<file path="src/rtl/uart_tx_fifo_if.sv">
// uart_tx_fifo_if: valid/ready push channel into the UART TX FIFO.
//   tx_valid  producer -> FIFO   push request
//   tx_data   producer -> FIFO   word to queue (DATA_W bits)
//   tx_ready  FIFO -> producer   FIFO can accept this cycle
// master: the producer (CPU-side bus); slave: the FIFO.
interface uart_tx_fifo_if #(
  parameter int DATA_W = 8
);
  logic              tx_valid;
  logic [DATA_W-1:0] tx_data;
  logic              tx_ready;

  modport master (output tx_valid, output tx_data, input tx_ready);
  modport slave  (input tx_valid, input tx_data, output tx_ready);
endinterface

</file>
<file path="src/rtl/uart_tx_fifo.sv">
// uart_tx_fifo: UART transmitter with runtime baud divisor, optional even/odd
// parity and 1/2 stop bits, fed by a small TX FIFO so the bus can queue bytes.
// Ports:
//   clk, reset   system clock; asynchronous active-high reset
//   tx_if        valid/ready push channel (slave side)
//   baud_div     clocks per bit minus 1 (sampled at frame start)
//   parity_en    append parity bit; parity_odd selects odd (1) / even (0)
//   stop2        two stop bits when set
//   fifo_count   entries currently queued
//   tx_busy      transmitter not idle
//   tx_end       one-cycle pulse when the last stop bit completes
//   tx           UART TX pin, registered, idle high
module uart_tx_fifo #(
  parameter int DATA_W     = 8,
  parameter int DIV_W      = 16,
  parameter int FIFO_DEPTH = 4,
  parameter int CNT_W      = 3
) (
  input  logic             clk,
  input  logic             reset,
  uart_tx_fifo_if.slave    tx_if,
  input  logic [DIV_W-1:0] baud_div,
  input  logic             parity_en,
  input  logic             parity_odd,
  input  logic             stop2,
  output logic [CNT_W-1:0] fifo_count,
  output logic             tx_busy,
  output logic             tx_end,
  output logic             tx
);

  localparam int PTR_W = $clog2(FIFO_DEPTH);
  localparam int IDX_W = $clog2(DATA_W);
  localparam logic [IDX_W-1:0] LAST_IDX = IDX_W'(DATA_W - 1);

  typedef enum logic [2:0] {IDLE, START, DATA, PARITY, STOP} state_t;

  state_t            state, state_n;
  logic [DATA_W-1:0] mem [FIFO_DEPTH];
  logic [PTR_W-1:0]  wr_ptr, rd_ptr;
  logic [CNT_W-1:0]  count;
  logic [DIV_W-1:0]  div_cnt, cfg_div;
  logic              cfg_par_en, cfg_stop2;
  logic              par_bit, stop_cnt;
  logic [DATA_W-1:0] shift;
  logic [IDX_W-1:0]  bit_idx;
  logic              tx_q, tx_end_q;

  logic              push, pop, fifo_ne, bit_end, tx_n, end_n;
  logic [DATA_W-1:0] head;

  assign fifo_ne        = (count != '0);
  assign tx_if.tx_ready = (count != CNT_W'(FIFO_DEPTH));
  assign push           = tx_if.tx_valid && tx_if.tx_ready;
  assign bit_end        = (div_cnt == '0);
  assign head           = mem[rd_ptr];

  assign fifo_count = count;
  assign tx_busy    = (state != IDLE);
  assign tx_end     = tx_end_q;
  assign tx         = tx_q;

  always_ff @(posedge clk or posedge reset) begin
    if (reset) state <= IDLE;
    else       state <= state_n;
  end

  // tx is computed one bit ahead so that the registered pin changes on the
  // same edge the FSM enters the bit it belongs to.
  always_comb begin
    state_n = state;
    pop     = 1'b0;
    tx_n    = tx_q;
    end_n   = 1'b0;
    case (state)
      IDLE: begin
        tx_n = 1'b1;
        if (fifo_ne) begin
          pop     = 1'b1;
          tx_n    = 1'b0;
          state_n = START;
        end
      end
      START: begin
        if (bit_end) begin
          state_n = DATA;
          tx_n    = shift[0];
        end
      end
      DATA: begin
        if (bit_end) begin
          if (bit_idx == LAST_IDX) begin
            if (cfg_par_en) begin
              state_n = PARITY;
              tx_n    = par_bit;
            end else begin
              state_n = STOP;
              tx_n    = 1'b1;
            end
          end else begin
            tx_n = shift[1];
          end
        end
      end
      PARITY: begin
        if (bit_end) begin
          state_n = STOP;
          tx_n    = 1'b1;
        end
      end
      STOP: begin
        if (bit_end && (stop_cnt || !cfg_stop2)) begin
          end_n = 1'b1;
          if (fifo_ne) begin
            pop     = 1'b1;
            tx_n    = 1'b0;
            state_n = START;
          end else begin
            state_n = IDLE;
            tx_n    = 1'b1;
          end
        end
      end
      default: state_n = IDLE;
    endcase
  end

  always_ff @(posedge clk) begin
    if (push) mem[wr_ptr] <= tx_if.tx_data;
  end

  always_ff @(posedge clk or posedge reset) begin
    if (reset) begin
      wr_ptr     <= '0;
      rd_ptr     <= '0;
      count      <= '0;
      div_cnt    <= '0;
      cfg_div    <= '0;
      cfg_par_en <= 1'b0;
      cfg_stop2  <= 1'b0;
      par_bit    <= 1'b0;
      stop_cnt   <= 1'b0;
      shift      <= '0;
      bit_idx    <= '0;
      tx_q       <= 1'b1;
      tx_end_q   <= 1'b0;
    end else begin
      tx_q     <= tx_n;
      tx_end_q <= end_n;
      if (push) wr_ptr <= wr_ptr + 1'b1;
      if (pop)  rd_ptr <= rd_ptr + 1'b1;
      case ({push, pop})
        2'b10:   count <= count + 1'b1;
        2'b01:   count <= count - 1'b1;
        default: count <= count;
      endcase
      if (pop) begin
        // Frame configuration is captured here and held until the next pop.
        shift      <= head;
        par_bit    <= (^head) ^ parity_odd;
        cfg_div    <= baud_div;
        cfg_par_en <= parity_en;
        cfg_stop2  <= stop2;
        div_cnt    <= baud_div;
        stop_cnt   <= 1'b0;
        bit_idx    <= '0;
      end else if (state != IDLE) begin
        if (bit_end) begin
          div_cnt <= cfg_div;
          if (state == DATA) begin
            shift   <= shift >> 1;
            bit_idx <= bit_idx + 1'b1;
          end
          if (state == STOP) stop_cnt <= 1'b1;
        end else begin
          div_cnt <= div_cnt - 1'b1;
        end
      end
    end
  end

endmodule

</file>
<file path="src/flat_wrapper.sv">
// flat-port wrapper written by rule: the top's interface ports become plain ports
module uart_tx_fifo_flat 
#(
  parameter int DATA_W     = 8,
  parameter int DIV_W      = 16,
  parameter int FIFO_DEPTH = 4,
  parameter int CNT_W      = 3
)
  (clk, reset, baud_div, parity_en, parity_odd, stop2, fifo_count, tx_busy, tx_end, tx, tx_if_tx_valid, tx_if_tx_data, tx_if_tx_ready);
  uart_tx_fifo_if #(.DATA_W(DATA_W)) tx_if_i ();
  input  logic clk;
  input  logic reset;
  input  logic [DIV_W-1:0] baud_div;
  input  logic parity_en;
  input  logic parity_odd;
  input  logic stop2;
  output logic [CNT_W-1:0] fifo_count;
  output logic tx_busy;
  output logic tx_end;
  output logic tx;
  input wire logic [$bits(tx_if_i.tx_valid)-1:0] tx_if_tx_valid;
  input wire logic [$bits(tx_if_i.tx_data)-1:0] tx_if_tx_data;
  output wire logic [$bits(tx_if_i.tx_ready)-1:0] tx_if_tx_ready;
  assign tx_if_i.tx_valid = tx_if_tx_valid;
  assign tx_if_i.tx_data = tx_if_tx_data;
  assign tx_if_tx_ready = tx_if_i.tx_ready;
  uart_tx_fifo #(.DATA_W(DATA_W), .DIV_W(DIV_W), .FIFO_DEPTH(FIFO_DEPTH), .CNT_W(CNT_W)) u_core (.clk(clk), .reset(reset), .tx_if(tx_if_i), .baud_div(baud_div), .parity_en(parity_en), .parity_odd(parity_odd), .stop2(stop2), .fifo_count(fifo_count), .tx_busy(tx_busy), .tx_end(tx_end), .tx(tx));
endmodule
</file>
<file path="config.mk">
export PLATFORM = sky130hd
export DESIGN_NAME = uart_tx_fifo_flat
export DESIGN_NICKNAME = d
export VERILOG_FILES = /design/src/rtl/uart_tx_fifo_if.sv /design/src/rtl/uart_tx_fifo.sv /design/src/flat_wrapper.sv
export SDC_FILE = /design/constraint.sdc
export NUM_CORES = 1
export LEC_CHECK = 0
export ABC_AREA = 1
export CORE_MARGIN = 2
export CORE_UTILIZATION = 45
export CTS_CLUSTER_DIAMETER = 60
export DETAILED_ROUTE_END_ITERATION = 8
export MAX_ROUTING_LAYER = met4
export PLACE_DENSITY = 0.66
export SETUP_SLACK_MARGIN = 0.2
export SLEW_MARGIN = 25
export SYNTH_ARGS = -nofsm -noshare
export SYNTH_HDL_FRONTEND = slang
export SYNTH_SLANG_ARGS = --single-unit
export TNS_END_PERCENT = 1
</file>
<file path="constraint.sdc">
create_clock -name clk -period 3.35 [get_ports clk]
set_clock_uncertainty 0.15 [all_clocks]
set_input_delay 0.5025 -clock clk [delete_from_list [all_inputs] [get_ports clk]]
set_output_delay 0.5025 -clock clk [all_outputs]
set_load 0.02 [all_outputs]
</file>
==> results.yml <==
status:
  status: "finished clean"
critical_path:
  crit_type: "reg2reg"
  worstReg2RegStart: "u_core.div_cnt[0]$_DFFE_PP0P_"
  startpoint_type: "flop"
  cpPeakStageDelay_ps: 390
  rrSetupSlack_ps: 730
  critPathMaxFanout: 4
  cp-end-kind: "flop"
  required_ps: 3440
  crit_path_start: "u_core.div_cnt[0]$_DFFE_PP0P_"
  cpMaxStageDelayCell: "dfrtp_1"
  reg2regPathDepth: 12
  cp_cell_sequence: "inv_1 -> ha_1 -> nand2_2 -> nor2_4 -> nand4_2 -> o21ai_4 -> ha_1 -> inv_1 -> fa_1 -> a21oi_1 -> o21ai_0 -> xor2_1"
  worstPathArrival_ps: 2710
  critPathCapture: "u_core.fifo_count[2]$_DFFE_PP0P_"
  r2r-end: "u_core.fifo_count[2]$_DFFE_PP0P_"
cts:
  cts_sinks: 91
  cts_tree: "done"
  cts_made_buffers: 9
  clk_path_buf_depth: 2
  clk_pin_slew_ps: 90
  cts_setup_buffers: 0
  clock_latency_ps: 370
  cts_hold_buf: 0
  cts_root_buf: "clkbuf_8"
  cts_resized: 0
  htreeDepth: 3
global_routing:
  grt_use_total_pct: 18.9
  grt_max_degree: 62
  antenna_found_initial: 0
  grt_pass1_vias: 3666
  grt_pass1_wl_mm: 16.7
  overflow: 0
synth:
  avgSynthCellArea_um2: 7.84
  seq_area_frac_synth_pct: 50.8
  netlist_top_cells_area: "dfrtp_1 30%, edfxtp_1 20%, nand2_1 17%"
  ys_ff_latch: 91
  synth_top_area_share_pct: 30.2
  synthesis.instances: 613
  synth_nets: 652
  synth_area_mm2: 0.00480
  synth_area_leader_cell: "dfrtp_1"
  synth.distinct_cells: 35
  yosys_warnings: 0
drt:
  firstDrtPassIters: 4
  viasPerCell: 4.86
  routed_wl_mm: 9.69
  drtAntennaViolNets: 0
  wl_per_cell_um: 12.3
  drc: 0
  initialDrtViolationCount: 211
  vias: 3827
die:
  dieArea_mm2: 0.0115
  io_pins: 37
  die_w_um: 107
  die_h_um: 107
  rows: 37
  fp.coreArea_mm2: 0.0103
  initial_core_util_pct: 46.5
power_and_ir_drop:
  power_density_mw_per_mm2: 974
  ir_drop_v: 0.000471
  p_leak_uw: 0.00261
finish:
  mostFrequentLayoutCell: "nand2_1"
  layout_common_cells: "220 x nand2_1, 64 x inv_1, 58 x dfrtp_1, 51 x nor2_1, 46 x nand3_1"
  nNetsFinal: 686
  multi_input_area_mm2: 0.00202
  ff_latch_area_mm2: 0.00244
  nFillCells: 957
  layout-drive-gt1-share_pct: 6.44
  area_delta_synth_final_pct: 14.6
  num_antenna_cells: 0
sta:
  setup_ws_ps: 734
  worst_hold_slack_ps: 328
  max_slew_margin_pct: 46.3
  tightest_slew_ps: 802
  fmax_ghz: 0.382
  tns_ps: 0
  finalCritPeriodShare_pct: 78.1
  finalSetupViolCount: 0
  rsz0062_at_grt: "no"
  maxSlewViolCount: 0
  finalHoldViolCount: 0
  fin_crit_ps: 2620
place:
  pre_cts_ws_ps: 756
  dp_hpwl_mm: 6.82
  gp_congestion: 0.842
  io_buffers: 36
worst_hold_path:
  whs_path_depth: 2
  holdCritPathClass: "reg2reg"
run:
  maxCapViolCount: 0
cells in the mapped netlist:
| cell | n |
|---|---|
| inv_1 | 65 |
| a21oi_2 | 1 |
| inv_2 | 2 |
| nor2_1 | 51 |
| or2_2 | 5 |
| xor2_1 | 8 |
| buf_4 | 3 |
| nor2_2 | 4 |
| a21oi_1 | 37 |
| edfxtp_1 | 32 |
| nand2_1 | 220 |
| clkinv_1 | 1 |
| nand3_1 | 46 |
| buf_1 | 1 |
| nand3b_1 | 1 |
| o22ai_1 | 1 |
| o21ai_0 | 36 |
| xnor2_1 | 1 |
| a22oi_1 | 2 |
| fa_1 | 1 |
| o21ai_1 | 3 |
| dfstp_2 | 1 |
| nand4_1 | 1 |
| buf_2 | 9 |
| o21ai_4 | 1 |
| a211oi_1 | 1 |
| dfrtp_1 | 58 |
| o21a_1 | 1 |
| nand2_2 | 1 |
| nor2_4 | 1 |
| nor3_1 | 2 |
| ha_1 | 8 |
| nand4_2 | 2 |
| o21ai_2 | 1 |
| clkbuf_1 | 5 |
cell type report:
| cell class | instances | share of cell area [%] |
|---|---|---|
| clock buffers | 9 | 2.25 |
| clock inverters | 7 | 1.52 |
| inverters | 68 | 4.64 |
| multi-input cells | 436 | 36.7 |
| flip-flops and latches | 91 | 44.3 |
| well taps | 136 | 3.09 |
| repair buffers | 41 | 7.46 |
registers in the layout, indices dropped and copies added, names as in the netlist, 2 cells and up:
signal	flops
u_core.bit_idx	3
u_core.cfg_div	16
u_core.div_cnt	16
u_core.fifo_count	3
u_core.mem	32
u_core.rd_ptr	2
u_core.shift	8
u_core.state	3
u_core.wr_ptr	2
routing by layer:
| layer | vias to the layer above | GRT usage, % | part of all wire, % |
|---|---|---|---|
| li1 | 2018 | - | - |
| met1 | 1750 | 22.8 | 46 |
| met2 | 50 | 31.6 | 48 |
| met3 | 9 | 4.30 | 4.0 |
| met4 | 0 | 5.94 | 1.1 |
| met5 | - | - | 0 |
critical path: cells and delay by family, from the launching register on:
kind	cells	cell delay, ps
adder cells (fa/ha/maj)	3	770
AND/OR/NAND/NOR	3	430
AO/OA/AOI/OAI	3	430
flip-flops	1	390
buffers and inverters	2	160
XOR/XNOR	1	160
metrics by stage:
stage,total power (µW),instances,util (%),cell area [µm²]
6_report,5360,788,53.3,5500
5_1_grt,5930,788,53.3,5500
4_1_cts,5410,788,53.3,5500
3_5_place_dp,4620,772,51.3,5300
3_3_place_gp,4550,772,51.3,5290
2_1_floorplan,4010,613,-,4800
logic make-up (layout without fill, tap and decap cells):
group / Yosys count / in the layout / share of synthesized area (%)
xor gates and xnor gates: 9 / 9 / 1.64
and+or+nand+nor: 334 / 334 / 28.5
buffers and inverters: 86 / 125 / 7.19
DFF: 91 / 91 / 50.8
AOI/OAI and AO/OA: 84 / 84 / 9.38
adders and majority gates: 9 / 9 / 2.50
how the worst min path moves through the flow:
stage,startpoint,end,slack [ps]
after global routing,u_core.cfg_div[8]$_DFFE_PP0P_,u_core.cfg_div[8]$_DFFE_PP0P_,350
after global placement,u_core.cfg_div[8]$_DFFE_PP0P_,u_core.cfg_div[8]$_DFFE_PP0P_,300
after detailed placement,u_core.cfg_div[8]$_DFFE_PP0P_,u_core.cfg_div[8]$_DFFE_PP0P_,300
after CTS,u_core.cfg_div[8]$_DFFE_PP0P_,u_core.cfg_div[8]$_DFFE_PP0P_,330
final,u_core.cfg_div[14]$_DFFE_PP0P_,u_core.cfg_div[14]$_DFFE_PP0P_,330
after floorplan,u_core.cfg_div[13]$_DFFE_PP0P_,u_core.cfg_div[13]$_DFFE_PP0P_,280
report_power, final:
group	internal, µW	switching [µW]	leakage, µW
Combinational	948	1780	0.00150
Clock	359	417	0.000103
Sequential	1610	247	0.00102
Total	2920	2440	0.00261
No activity file was read; power rests on OpenSTA's default activity.
